<file path="src/rtl/sn74_arb_defs.sv">
// Purpose : shared definitions for the tristate-bus arbiter family (FSM encodings, counter width).
// Latency : n/a (definitions only).
// Backpr. : n/a.
package sn74_arb_defs;

  // Arbiter FSM encodings; 2'd3 is unreachable and is decoded as IDLE.
  localparam logic [1:0] ST_IDLE  = 2'd0;
  localparam logic [1:0] ST_GRANT = 2'd1;
  localparam logic [1:0] ST_TURN  = 2'd2;

  // Width of the hold and dead-time counters (limits DEAD and MAXHOLD to 15).
  localparam int CW = 4;

endpackage

</file>
<file path="src/rtl/sn74_tribus_arb_if.sv">
// Purpose : bundles the request/grant side of the tristate-bus arbiter.
// Latency : n/a (wiring only).
// Backpr. : none; req is level-held by requesters, gnt drives buffer enables.
// Ports   : req[N] requests, gnt[N] buffer enables, busy, owner[OW], preempt.
//           master = arbiter side (drives gnt/busy/owner/preempt), slave = requester/board side.
interface sn74_tribus_arb_if #(
  parameter int N  = 4,
  parameter int OW = 2
);

  logic [N-1:0]  req;
  logic [N-1:0]  gnt;
  logic          busy;
  logic [OW-1:0] owner;
  logic          preempt;

  modport master (
    input  req,
    output gnt,
    output busy,
    output owner,
    output preempt
  );

  modport slave (
    output req,
    input  gnt,
    input  busy,
    input  owner,
    input  preempt
  );

endinterface

</file>
<file path="src/rtl/sn74_rr_pick.sv">
// Purpose : combinational round-robin picker; first set request scanning ptr, ptr+1, ... mod N.
// Latency : 0 cycles (pure combinational).
// Backpr. : none.
// Ports   : req[N] candidate requests, ptr[OW] highest-priority index (< N),
//           any = at least one request set, idx[OW] chosen index (0 when any = 0).
module sn74_rr_pick #(
  parameter int N  = 4,
  parameter int OW = 2
) (
  input  logic [N-1:0]  req,
  input  logic [OW-1:0] ptr,
  output logic          any,
  output logic [OW-1:0] idx
);

  // (base + off) mod N, valid for base < N and off < N.
  function automatic logic [OW-1:0] wrap_add(input logic [OW-1:0] base, input int off);
    int s;
    s = int'(base) + off;
    if (s >= N) s = s - N;
    return OW'(s);
  endfunction

  always_comb begin
    any = 1'b0;
    idx = '0;
    for (int k = 0; k < N; k++) begin
      if (!any && req[wrap_add(ptr, k)]) begin
        any = 1'b1;
        idx = wrap_add(ptr, k);
      end
    end
  end

endmodule

</file>
<file path="src/rtl/sn74_tribus_arb.sv">
// Purpose : round-robin arbiter driving 74LS126-style buffer enables on one shared tristate bus,
//           with DEAD all-zero cycles between owners and optional MAXHOLD preemption.
// Latency : grant 1 clock after the sampled request; all outputs registered.
// Backpr. : none; requests are level-held and simply not granted while the bus is owned or turning.
// Ports   : clk, rst (synchronous, active high), bus (master modport: req in; gnt, busy, owner,
//           preempt out).
module sn74_tribus_arb #(
  parameter int N       = 4,
  parameter int OW      = 2,
  parameter int DEAD    = 1,
  parameter int MAXHOLD = 0
) (
  input  logic                  clk,
  input  logic                  rst,
  sn74_tribus_arb_if.master     bus
);

  import sn74_arb_defs::*;

  // State and output registers
  logic [1:0]    r_state;
  logic [OW-1:0] r_ptr;
  logic [CW-1:0] r_hold;
  logic [CW-1:0] r_dead;
  logic [N-1:0]  r_gnt;
  logic [OW-1:0] r_owner;
  logic          r_busy;
  logic          r_preempt;

  // Next-state / next-output wires
  logic [1:0]    w_state_nxt;
  logic [OW-1:0] w_ptr_nxt;
  logic [CW-1:0] w_hold_nxt;
  logic [CW-1:0] w_dead_nxt;
  logic [N-1:0]  w_gnt_nxt;
  logic [OW-1:0] w_owner_nxt;
  logic          w_preempt_nxt;

  // Decoded conditions
  logic          w_pick_any;
  logic [OW-1:0] w_pick_idx;
  logic          w_owner_req;
  logic          w_hold_max;
  logic          w_release;
  logic          w_arb_slot;
  logic [OW-1:0] w_owner_inc;

  sn74_rr_pick #(
    .N  (N),
    .OW (OW)
  ) u_pick (
    .req (bus.req),
    .ptr (r_ptr),
    .any (w_pick_any),
    .idx (w_pick_idx)
  );

  assign w_owner_req = bus.req[r_owner];
  assign w_hold_max  = (MAXHOLD != 0) && (r_hold == CW'(MAXHOLD));
  assign w_release   = (r_state == ST_GRANT) && (!w_owner_req || w_hold_max);

  // Arbitration happens in IDLE (and the unreachable code) or on the last dead cycle of TURN.
  assign w_arb_slot  = (r_state == ST_TURN) ? (r_dead == CW'(DEAD)) : (r_state != ST_GRANT);

  // The released owner becomes lowest priority: pointer moves just past it.
  assign w_owner_inc = (r_owner == OW'(N - 1)) ? '0 : r_owner + OW'(1);

  // State register (also holds counters and registered outputs)
  always_ff @(posedge clk) begin
    if (rst) begin
      r_state   <= ST_IDLE;
      r_ptr     <= '0;
      r_hold    <= '0;
      r_dead    <= '0;
      r_gnt     <= '0;
      r_owner   <= '0;
      r_busy    <= 1'b0;
      r_preempt <= 1'b0;
    end else begin
      r_state   <= w_state_nxt;
      r_ptr     <= w_ptr_nxt;
      r_hold    <= w_hold_nxt;
      r_dead    <= w_dead_nxt;
      r_gnt     <= w_gnt_nxt;
      r_owner   <= w_owner_nxt;
      r_busy    <= |w_gnt_nxt;
      r_preempt <= w_preempt_nxt;
    end
  end

  // Next-state logic: FSM, round-robin pointer, hold and dead counters
  always_comb begin
    w_state_nxt = r_state;
    w_ptr_nxt   = r_ptr;
    w_hold_nxt  = r_hold;
    w_dead_nxt  = r_dead;
    case (r_state)
      ST_GRANT: begin
        if (w_release) begin
          w_state_nxt = ST_TURN;
          w_ptr_nxt   = w_owner_inc;
          w_hold_nxt  = '0;
          w_dead_nxt  = CW'(1);
        end else if (r_hold != '1) begin
          // Saturate so an unlimited hold never wraps back into the MAXHOLD compare.
          w_hold_nxt = r_hold + CW'(1);
        end
      end
      ST_TURN: begin
        if (!w_arb_slot) begin
          w_dead_nxt = r_dead + CW'(1);
        end else begin
          w_dead_nxt  = '0;
          w_state_nxt = w_pick_any ? ST_GRANT : ST_IDLE;
          w_hold_nxt  = w_pick_any ? CW'(1) : '0;
        end
      end
      default: begin
        w_state_nxt = w_pick_any ? ST_GRANT : ST_IDLE;
        w_hold_nxt  = w_pick_any ? CW'(1) : '0;
        w_dead_nxt  = '0;
      end
    endcase
  end

  // Next-output logic: buffer enables, owner index, preempt pulse
  always_comb begin
    w_gnt_nxt     = r_gnt;
    w_owner_nxt   = r_owner;
    w_preempt_nxt = 1'b0;
    if (r_state == ST_GRANT) begin
      if (w_release) begin
        w_gnt_nxt     = '0;
        w_owner_nxt   = '0;
        // Owner still wants the bus, so the drop is due to the hold limit.
        w_preempt_nxt = w_owner_req;
      end
    end else if (w_arb_slot && w_pick_any) begin
      w_gnt_nxt   = N'(1) << w_pick_idx;
      w_owner_nxt = w_pick_idx;
    end else begin
      w_gnt_nxt   = '0;
      w_owner_nxt = '0;
    end
  end

  assign bus.gnt     = r_gnt;
  assign bus.busy    = r_busy;
  assign bus.owner   = r_owner;
  assign bus.preempt = r_preempt;

endmodule

</file>
<file path="src/flat_wrapper.sv">
// flat-port wrapper written by rule: the top's interface ports become plain ports
module sn74_tribus_arb_flat import sn74_arb_defs::*;
#(
  parameter int N       = 4,
  parameter int OW      = 2,
  parameter int DEAD    = 1,
  parameter int MAXHOLD = 0
)
  (clk, rst, bus_req, bus_gnt, bus_busy, bus_owner, bus_preempt);
  sn74_tribus_arb_if #(.N(N), .OW(OW)) bus_i ();
  input  logic clk;
  input  logic rst;
  input wire logic [$bits(bus_i.req)-1:0] bus_req;
  output wire logic [$bits(bus_i.gnt)-1:0] bus_gnt;
  output wire logic [$bits(bus_i.busy)-1:0] bus_busy;
  output wire logic [$bits(bus_i.owner)-1:0] bus_owner;
  output wire logic [$bits(bus_i.preempt)-1:0] bus_preempt;
  assign bus_i.req = bus_req;
  assign bus_gnt = bus_i.gnt;
  assign bus_busy = bus_i.busy;
  assign bus_owner = bus_i.owner;
  assign bus_preempt = bus_i.preempt;
  sn74_tribus_arb #(.N(N), .OW(OW), .DEAD(DEAD), .MAXHOLD(MAXHOLD)) u_core (.clk(clk), .rst(rst), .bus(bus_i));
endmodule
</file>
<file path="config.mk">
export PLATFORM = sky130hd
export DESIGN_NAME = sn74_tribus_arb_flat
export DESIGN_NICKNAME = d
export VERILOG_FILES = /design/src/rtl/sn74_arb_defs.sv /design/src/rtl/sn74_tribus_arb_if.sv /design/src/rtl/sn74_rr_pick.sv /design/src/rtl/sn74_tribus_arb.sv /design/src/flat_wrapper.sv
export SDC_FILE = /design/constraint.sdc
export NUM_CORES = 1
export LEC_CHECK = 0
export ABC_AREA = 0
export BUFFER_PORTS_ARGS = -buffer_cell sky130_fd_sc_hd__buf_2
export CAP_MARGIN = 20
export CORE_MARGIN = 3
export CORE_UTILIZATION = 60
export CTS_BUF_LIST = sky130_fd_sc_hd__clkbuf_4 sky130_fd_sc_hd__clkbuf_8
export CTS_CLUSTER_DIAMETER = 120
export DETAILED_ROUTE_END_ITERATION = 10
export PLACE_DENSITY_LB_ADDON = 0.15
export SLEW_MARGIN = 15
export SYNTH_ARGS = -nofsm -noshare
export SYNTH_HDL_FRONTEND = slang
export SYNTH_SLANG_ARGS = --single-unit
</file>
<file path="constraint.sdc">
create_clock -name clk -period 3.62 [get_ports clk]
set_input_delay 0 -clock clk [delete_from_list [all_inputs] [get_ports clk]]
set_output_delay 0 -clock clk [all_outputs]
set_load 0.02 [all_outputs]
</file>
==> metrics.txt, run 1 <==
# TYPE chip_impl_metric gauge
chip_impl_info{name="status",value="completed"} 1
chip_impl_metric{name="finalWorstPathRequiredPeriod",unit="ns"} 1.93
chip_impl_metric{name="numPlacedInstances",unit=""} 117
chip_impl_metric{name="timing.critical_path.slowest_cell_delay",unit="ns"} 0.57
chip_impl_metric{name="synth_seq_cells",unit=""} 16
chip_impl_metric{name="postCtsResizedCells",unit=""} 0
chip_impl_metric{name="hold_fails_final_rpt",unit=""} 0
chip_impl_metric{name="powerDensity",unit="nW/µm²"} 449
chip_impl_metric{name="critical_path_depth",unit=""} 4
chip_impl_metric{name="dpl.hpwl",unit="mm"} 1.13
chip_impl_metric{name="core_area",unit="µm²"} 1190
chip_impl_info{name="path_delay_family",value="simple AND/OR/NAND/NOR gates"} 1
chip_impl_metric{name="worst_setup_hold_path_clk_slew",unit="ns"} 0.09
chip_impl_metric{name="post_synth.cell_area_avg",unit="µm²"} 8.72
chip_impl_metric{name="initial_core_util",unit="%"} 67.6
chip_impl_metric{name="final_max_slew_viol_count",unit=""} 0
chip_impl_metric{name="syn_nets",unit=""} 103
chip_impl_info{name="endpoint",value="u_core.r_dead[2]$_SDFFE_PP0P_"} 1
chip_impl_metric{name="post_drt_via_cell_ratio",unit=""} 5.84
chip_impl_metric{name="r2r_slack",unit="ns"} 1.69
chip_impl_metric{name="max_cap_violations",unit=""} 0
chip_impl_metric{name="timing.slew.headroom",unit="%"} 42.5
chip_impl_metric{name="gr-total-overflow",unit=""} 0
chip_impl_metric{name="finalClockSkew",unit="ns"} 0.00402
chip_impl_info{name="rr_endpoint",value="u_core.r_dead[2]$_SDFFE_PP0P_"} 1
chip_impl_metric{name="fp.dieArea",unit="µm²"} 1810
chip_impl_metric{name="instance_count_of_the_mapped_netlist",unit=""} 92
chip_impl_metric{name="fp-row-count",unit=""} 12
chip_impl_metric{name="cts-hold-fix-buffers",unit=""} 0
chip_impl_metric{name="synth_enable_flop_cells",unit=""} 0
chip_impl_metric{name="cts.sinks",unit=""} 16
chip_impl_metric{name="ios",unit=""} 14
chip_impl_metric{name="number_of_antenna_violating_nets_in_the_routed_design",unit=""} 0
chip_impl_metric{name="layout_setup_ws",unit="ns"} 1.69
chip_impl_metric{name="yosys_warnings",unit=""} 0
chip_impl_info{name="grt_setup_unrepaired",value="no"} 1
chip_impl_metric{name="leakagePower",unit="nW"} 0.395
chip_impl_metric{name="global_route.usage.total",unit="%"} 19.2
chip_impl_info{name="synth.most_common_cell",value="sky130_fd_sc_hd__dfxtp_1"} 1
chip_impl_metric{name="antenna_violations_before_repair",unit=""} 0
chip_impl_metric{name="pre_repair_dr_iteration_count",unit=""} 4
chip_impl_info{name="cts_root_buf",value="sky130_fd_sc_hd__clkbuf_4"} 1
chip_impl_metric{name="die_width",unit="µm"} 42.6
chip_impl_info{name="tritoncts_clock_tree",value="done"} 1
chip_impl_metric{name="ys_async_sr_fraction",unit="%"} 0
chip_impl_metric{name="layout.cell_area.non_filler",unit="µm²"} 913
chip_impl_info{name="cell_chain_of_the_critical_path",value="mux4_2 -> and2_4 -> or4b_1 -> a21oi_1"} 1
chip_impl_info{name="crit_slowest_cell",value="sky130_fd_sc_hd__mux4_2"} 1
chip_impl_metric{name="total_power",unit="µW"} 411
chip_impl_metric{name="cts_buffer_depth",unit=""} 2
chip_impl_metric{name="numCtsBuffers",unit=""} 3
chip_impl_info{name="yosys_most_used_dff",value="sky130_fd_sc_hd__dfxtp_1"} 1
chip_impl_metric{name="grt_pass1_wl",unit="mm"} 2.67
chip_impl_metric{name="count_of_inserted_antenna_diode_cells",unit=""} 0
chip_impl_metric{name="synth.yosys.seq_area_share",unit="%"} 39.9
chip_impl_metric{name="cp.arrival",unit="ns"} 2.15
chip_impl_metric{name="net_total_in_the_final_layout",unit=""} 119
chip_impl_metric{name="dr_total_vias",unit=""} 707
chip_impl_metric{name="finalSetupViolCount",unit=""} 0
chip_impl_metric{name="synthDominantCellAreaShare",unit="%"} 39.9
chip_impl_metric{name="critical_path_buf_inv_count",unit=""} 0
chip_impl_metric{name="place.port_buffers",unit=""} 13
chip_impl_info{name="worst_setup_path_start_kind",value="flop"} 1
chip_impl_metric{name="synth_area",unit="µm²"} 802
chip_impl_metric{name="vdd_ir_drop_max",unit="µV"} 380
chip_impl_metric{name="worstMarginPinSlew",unit="ns"} 0.852
chip_impl_info{name="critical_path_launch_point",value="u_core.bus.owner[0]$_SDFFE_PP0P_"} 1
chip_impl_metric{name="drtIter0Drc",unit=""} 18
chip_impl_info{name="end_kind",value="flop"} 1
chip_impl_metric{name="post_layout_nonfiller_instances",unit=""} 121
chip_impl_metric{name="worst_r2r_path_depth",unit=""} 4
chip_impl_metric{name="drc_errors",unit=""} 0
chip_impl_metric{name="post-cts-setup-buffers",unit=""} 0
chip_impl_metric{name="avgRoutedWirePerCell",unit="µm"} 12.9
chip_impl_metric{name="h-tree-depth",unit=""} 1
chip_impl_metric{name="pre_cts_ws",unit="ns"} 1.71
chip_impl_metric{name="worst_skew_pair.late_latency",unit="ns"} 0.28
chip_impl_metric{name="max_clock_freq",unit="GHz"} 0.518
chip_impl_metric{name="finalHoldWorstSlack",unit="ns"} 0.0596
chip_impl_metric{name="area_delta_synth_final",unit="%"} 13.9
chip_impl_metric{name="finalWeightedCongestion",unit=""} 0.801
chip_impl_metric{name="grt_max_degree",unit=""} 16
chip_impl_metric{name="die_height",unit="µm"} 42.6
chip_impl_metric{name="synth.distinct_cells",unit=""} 31
chip_impl_metric{name="number_of_global_route_vias_before_repair",unit=""} 615
chip_impl_info{name="crit-reg2reg-launch",value="u_core.bus.owner[0]$_SDFFE_PP0P_"} 1
chip_impl_info{name="worstSetupPathType",value="flop to flop"} 1
chip_impl_metric{name="path_max_fanout",unit=""} 14
chip_impl_info{name="synth_largest_area_cell",value="sky130_fd_sc_hd__dfxtp_1"} 1
chip_impl_metric{name="final_min_period_over_clock_period",unit="%"} 53.3
chip_impl_metric{name="post-route-util",unit="%"} 77.0
chip_impl_metric{name="required",unit="ns"} 3.84
chip_impl_metric{name="fin_tns_setup",unit="ns"} 0
chip_impl_metric{name="placement.cell_area",unit="µm²"} 877
chip_impl_metric{name="final_layout_size_suffix_gt1_share",unit="%"} 18.7
chip_impl_info{name="synth_top_cells_by_count",value="sky130_fd_sc_hd__dfxtp_1 (16), sky130_fd_sc_hd__a21oi_1 (13), sky130_fd_sc_hd__nor2_1 (11)"} 1
chip_impl_info{name="min-delay-path-class",value="input port to flop"} 1
chip_impl_metric{name="wirelength",unit="mm"} 1.56
chip_impl_info{name="synth_area_leaders",value="sky130_fd_sc_hd__dfxtp_1 (40%), sky130_fd_sc_hd__a21oi_1 (8.1%), sky130_fd_sc_hd__ha_1 (7.8%)"} 1
==> worst min-delay path by stage <==
stage | startpoint | to | slack (ns) | cells past startpoint
6_report | rst | u_core.bus.owner[0]$_SDFFE_PP0P_ | 0.06 | 2
5_1_grt | rst | u_core.bus.gnt[3]$_SDFF_PP0_ | 0.05 | 2
4_1_cts | rst | u_core.bus.owner[0]$_SDFFE_PP0P_ | 0.05 | 2
3_5_place_dp | rst | u_core.bus.owner[0]$_SDFFE_PP0P_ | 0.35 | 2
3_3_place_gp | rst | u_core.r_ptr[1]$_SDFFE_PP0P_ | 0.35 | 2
2_1_floorplan | rst | u_core.bus.gnt[0]$_SDFF_PP0_ | 0.07 | 1
==> flip-flops by register name (all words and copies together), names as in the netlist <==
| name | cells |
|---|---|
| u_core.bus.preempt | 1 |
| u_core.bus.busy | 1 |
| u_core.r_dead | 4 |
| u_core.bus.owner | 2 |
| u_core.r_ptr | 2 |
| u_core.bus.gnt | 4 |
| u_core.r_state | 2 |
==> where the power goes <==
part	leakage, nW	total, mW	switching (mW)	internal, mW
registers	0.131	0.200	0.0109	0.190
logic	0.243	0.0935	0.0565	0.0371
clock network	0.0210	0.117	0.0554	0.0612
==> logic make-up (layout without fill, tap and decap cells) <==
kind of cell               after synthesis  after routing  synth area share [%]
buffers and inverters                   10             25                  4.68
and+or+nand+nor                         31             31                  21.7
AOI/OAI and AO/OA                       26             26                  20.1
DFF                                     16             16                  39.9
other                                    1              1                 0.468
muxes                                    3              3                  5.30
adders and majority gates                5              5                  7.80
==> layout by cell type (no fill, tap or decap), types with 3 or more instances in the layout <==
cell and instances:
sky130_fd_sc_hd__a21oi_1 13, sky130_fd_sc_hd__dfxtp_1 16, sky130_fd_sc_hd__o21ai_0 3, sky130_fd_sc_hd__nor2_1 11, sky130_fd_sc_hd__buf_2 13, sky130_fd_sc_hd__ha_1 5
sky130_fd_sc_hd__clkbuf_4 3, sky130_fd_sc_hd__inv_1 8, sky130_fd_sc_hd__nand2_1 4
==> worst reg2reg max path, stage by stage, from the launching register on <==
cell                      delay (ns)
sky130_fd_sc_hd__dfxtp_1        0.41
sky130_fd_sc_hd__mux4_2         0.57
sky130_fd_sc_hd__and2_4         0.23
sky130_fd_sc_hd__or4b_1         0.50
sky130_fd_sc_hd__a21oi_1        0.15
==> area by class of cell <==
type / count / area [µm²]
Multi-Input combinational cell: 66 / 444
Tap cell: 14 / 17.5
Timing Repair Buffer: 13 / 65.1
Clock buffer: 4 / 36.3
Fill cell: 90 / 273
Inverter: 8 / 30.0
Sequential cell: 16 / 320
==> per-layer routing <==
metal,GRT usage [%],wire [µm],vias to the layer above
met5,0,0,-
met4,3.73,5,0
met3,6.44,72,2
met2,31.6,732,14
met1,24.2,753,330
li1,-,-,361
(Power assumes the default switching activity.)
==> run 2: changes to the inputs <==
- ABC_AREA: 0 -> 1
- CORE_ASPECT_RATIO: not set -> 1.4
- CORE_UTILIZATION: 60 -> 53
- clock period: 3.62 -> 1.71 ns (I/O delays scaled with it)
==> metrics.txt, run 2 <==
# TYPE chip_impl_metric gauge
chip_impl_metric{name="syn_nets",unit=""} 180
chip_impl_metric{name="die_width",unit="µm"} 44.2
chip_impl_info{name="rr_endpoint",value="u_core.bus.busy$_SDFF_PP0_"} 1
chip_impl_info{name="endpoint",value="u_core.bus.busy$_SDFF_PP0_"} 1
chip_impl_metric{name="final_layout_size_suffix_gt1_share",unit="%"} 34.9
chip_impl_metric{name="finalWeightedCongestion",unit=""} 0.858
chip_impl_metric{name="placement.cell_area",unit="µm²"} 1190
chip_impl_info{name="synth.most_common_cell",value="sky130_fd_sc_hd__nand2_1"} 1
chip_impl_info{name="synth_top_cells_by_count",value="sky130_fd_sc_hd__nand2_1 (50), sky130_fd_sc_hd__inv_1 (19), sky130_fd_sc_hd__dfxtp_1 (16)"} 1
chip_impl_info{name="most-common-layout-cells",value="sky130_fd_sc_hd__nand2_1 (48), sky130_fd_sc_hd__inv_1 (16), sky130_fd_sc_hd__a21oi_1 (14)"} 1
chip_impl_metric{name="yosys.area_share.xor_xnor",unit="%"} 0.810
chip_impl_metric{name="net_total_in_the_final_layout",unit=""} 207
chip_impl_info{name="end_kind",value="flop"} 1
chip_impl_metric{name="post-route-util",unit="%"} 74.1
chip_impl_metric{name="vdd_ir_drop_max",unit="µV"} 1430
chip_impl_metric{name="required",unit="ns"} 1.94
chip_impl_metric{name="synthDominantCellAreaShare",unit="%"} 29.6
chip_impl_metric{name="max_clock_freq",unit="GHz"} 0.574
chip_impl_info{name="crit_slowest_cell",value="sky130_fd_sc_hd__dfxtp_4"} 1
chip_impl_metric{name="drtIter0Drc",unit=""} 29
chip_impl_info{name="final_common_cell",value="sky130_fd_sc_hd__nand2_1"} 1
chip_impl_info{name="synth_area_leaders",value="sky130_fd_sc_hd__dfxtp_1 (30%), sky130_fd_sc_hd__nand2_1 (17%), sky130_fd_sc_hd__a21oi_1 (6.9%)"} 1
chip_impl_metric{name="power_report.internal_total",unit="mW"} 1.30
chip_impl_metric{name="worst_skew_pair.late_latency",unit="ns"} 0.28
chip_impl_metric{name="ys_async_sr_fraction",unit="%"} 0
chip_impl_metric{name="die_height",unit="µm"} 59.4
chip_impl_metric{name="post_synth_fa_ha_maj_area_fraction",unit="%"} 5.79
chip_impl_metric{name="area_delta_synth_final",unit="%"} 26.6
chip_impl_info{name="worstSetupPathType",value="flop to flop"} 1
chip_impl_metric{name="fp.dieArea",unit="µm²"} 2630
chip_impl_metric{name="number_of_global_route_vias_before_repair",unit=""} 1112
chip_impl_metric{name="finalWorstPathRequiredPeriod",unit="ns"} 1.74
chip_impl_metric{name="cts_buffer_depth",unit=""} 2
chip_impl_info{name="crit-reg2reg-launch",value="u_core.r_ptr[0]$_SDFFE_PP0P_"} 1
chip_impl_metric{name="power.share.combinational",unit="%"} 69.5
chip_impl_metric{name="hold_fails_final_rpt",unit=""} 0
chip_impl_metric{name="numPlacedInstances",unit=""} 205
chip_impl_metric{name="synth_simple_gate_area_share",unit="%"} 39.2
chip_impl_metric{name="synth.distinct_cells",unit=""} 25
chip_impl_metric{name="max_cap_violations",unit=""} 0
chip_impl_metric{name="layout_setup_ws",unit="ns"} -0.0333
chip_impl_metric{name="grt_max_degree",unit=""} 15
chip_impl_metric{name="dr_total_vias",unit=""} 1154
chip_impl_metric{name="synth_compound_area_share",unit="%"} 15.0
chip_impl_metric{name="worst_r2r_path_depth",unit=""} 13
chip_impl_info{name="tritoncts_clock_tree",value="done"} 1
chip_impl_metric{name="antenna_violations_before_repair",unit=""} 0
chip_impl_metric{name="grt_pass1_wl",unit="mm"} 4.19
chip_impl_metric{name="timing.critical_path.slowest_cell_delay",unit="ns"} 0.37
chip_impl_info{name="synth_top_family_by_area",value="simple AND/OR/NAND/NOR gates"} 1
chip_impl_metric{name="dpl.hpwl",unit="mm"} 1.92
chip_impl_metric{name="pre_repair_dr_iteration_count",unit=""} 4
chip_impl_info{name="status",value="finished with violations"} 1
chip_impl_metric{name="final_max_slew_viol_count",unit=""} 0
chip_impl_metric{name="ios",unit=""} 14
chip_impl_metric{name="p_seq_share",unit="%"} 21.3
chip_impl_metric{name="wirelength",unit="mm"} 2.67
chip_impl_metric{name="instance_count_of_the_mapped_netlist",unit=""} 169
chip_impl_metric{name="drc_errors",unit=""} 0
chip_impl_metric{name="h-tree-depth",unit=""} 1
chip_impl_metric{name="numCtsBuffers",unit=""} 3
chip_impl_metric{name="gr-total-overflow",unit=""} 0
chip_impl_metric{name="synth_area",unit="µm²"} 1080
chip_impl_metric{name="final_min_period_over_clock_period",unit="%"} 102
chip_impl_metric{name="post_drt_via_cell_ratio",unit=""} 5.37
chip_impl_info{name="synth_largest_area_cell",value="sky130_fd_sc_hd__dfxtp_1"} 1
chip_impl_metric{name="number_of_antenna_violating_nets_in_the_routed_design",unit=""} 0
chip_impl_info{name="yosys_most_used_dff",value="sky130_fd_sc_hd__dfxtp_1"} 1
chip_impl_metric{name="post_synth.cell_area_avg",unit="µm²"} 6.40
chip_impl_info{name="failed_checks",value="setup timing"} 1
chip_impl_info{name="cell_chain_of_the_critical_path",value="buf_8 -> nand2_1 -> nand2_2 -> nand2_2 -> nand2_2 -> nor2_4 -> buf_4 -> nand4_1 -> nand3_1 -> nand3_2 -> nand2_1 -> nor2_2 -> a21oi_2"} 1
chip_impl_metric{name="worst_setup_hold_path_clk_slew",unit="ns"} 0.09
chip_impl_metric{name="count_of_inserted_antenna_diode_cells",unit=""} 0
chip_impl_metric{name="power.switching_fraction",unit="%"} 51.0
chip_impl_metric{name="fp-row-count",unit=""} 18
chip_impl_metric{name="critical_path_buf_inv_count",unit=""} 2
chip_impl_metric{name="core_area",unit="µm²"} 1850
chip_impl_info{name="cts_root_buf",value="sky130_fd_sc_hd__clkbuf_4"} 1
chip_impl_metric{name="leakagePower",unit="nW"} 0.684
chip_impl_metric{name="synth_seq_cells",unit=""} 16
chip_impl_metric{name="global_route.usage.total",unit="%"} 21.1
chip_impl_info{name="path_delay_family",value="simple AND/OR/NAND/NOR gates"} 1
chip_impl_metric{name="p_sw",unit="mW"} 1.36
chip_impl_info{name="grt_setup_unrepaired",value="yes"} 1
chip_impl_metric{name="finalClockSkew",unit="ns"} 0.00268
chip_impl_info{name="critical_path_launch_point",value="u_core.r_ptr[0]$_SDFFE_PP0P_"} 1
chip_impl_info{name="cp_common_cell",value="sky130_fd_sc_hd__nand2_2"} 1
chip_impl_metric{name="pre_cts_ws",unit="ns"} -0.0193
chip_impl_metric{name="cp.arrival",unit="ns"} 1.97
chip_impl_metric{name="initial_core_util",unit="%"} 58.5
chip_impl_metric{name="synth.yosys.seq_area_share",unit="%"} 29.6
chip_impl_metric{name="yosys_warnings",unit=""} 0
chip_impl_metric{name="place.port_buffers",unit=""} 13
chip_impl_metric{name="fin_tns_setup",unit="ns"} -0.0333
chip_impl_metric{name="finalSetupViolCount",unit=""} 1
chip_impl_info{name="worst_setup_path_start_kind",value="flop"} 1
chip_impl_metric{name="avgRoutedWirePerCell",unit="µm"} 12.4
chip_impl_metric{name="powerDensity",unit="nW/µm²"} 1940
chip_impl_info{name="min-delay-path-class",value="input port to flop"} 1
chip_impl_metric{name="synth.area.mux_share",unit="%"} 0
chip_impl_metric{name="post_layout_nonfiller_instances",unit=""} 215
chip_impl_metric{name="path_max_fanout",unit=""} 9
chip_impl_metric{name="r2r_slack",unit="ns"} -0.03
chip_impl_metric{name="clock_share_of_power",unit="%"} 9.2
chip_impl_metric{name="critical_path_depth",unit=""} 13
chip_impl_metric{name="layout.cell_area.non_filler",unit="µm²"} 1370
chip_impl_metric{name="synth_enable_flop_cells",unit=""} 0
chip_impl_metric{name="cts.sinks",unit=""} 16
run 2: what timing repair did:
item | CTS | global route
setup buffers | 0 | 6
resized for setup | 3 | 29
hold buffers | 0 | 0
pin swaps | 0 | 15
hold endpoints to repair | 0 | 0
gates cloned | 0 | 0
endpoints found under the setup margin | 1 | 7
run 2: per-stage QoR:
stage          hold slack, ns  total power, mW
2_1_floorplan          0.0691             1.68
3_3_place_gp            0.343             1.98
3_5_place_dp            0.349             2.02
4_1_cts                0.0466             2.29
5_1_grt                0.0645             2.89
6_report               0.0455             2.66
run 2: worst min-delay path by stage:
| stage | start | to | slack [ns] | depth (start not counted) |
|---|---|---|---|---|
| after floorplan | rst | u_core.bus.gnt[0]$_SDFF_PP0_ | 0.07 | 1 |
| after detailed placement | rst | u_core.r_dead[1]$_SDFFE_PP0P_ | 0.35 | 2 |
| after global placement | rst | u_core.bus.owner[0]$_SDFFE_PP0P_ | 0.34 | 2 |
| after global routing | rst | u_core.bus.busy$_SDFF_PP0_ | 0.06 | 2 |
| after CTS | rst | u_core.bus.busy$_SDFF_PP0_ | 0.05 | 2 |
| final | rst | u_core.bus.busy$_SDFF_PP0_ | 0.05 | 2 |
run 2: power groups by stage:
stage	combinational, mW	sequential [mW]	clock [mW]
after floorplan	1.07	0.617	0
after global placement	1.43	0.550	0
after detailed placement	1.47	0.554	0
after CTS	1.49	0.548	0.248
after global routing	2.04	0.583	0.267
final	1.85	0.566	0.244
run 2: cell type report:
type,count,area [µm²]
Inverter,21,83.8
Sequential cell,16,328
Fill cell,154,478
Tap cell,20,25.0
Multi-Input combinational cell,130,741
Clock buffer,4,36.3
Timing Repair Buffer,24,155
run 2: per-layer routing:
layer	track usage (%)	vias to the layer above	routed length (µm)
met3	3.34	6	83
met5	0	-	0
met1	19.3	531	1020
met4	13.8	0	53
met2	40.8	25	1510
li1	-	592	-
run 2: cell families after synthesis:
kind of cell | Yosys count
and+or+nand+nor | 96
DFF | 16
buffers and inverters | 23
adders and majority gates | 5
xor gates and xnor gates | 1
AOI/OAI and AO/OA | 27
other | 1
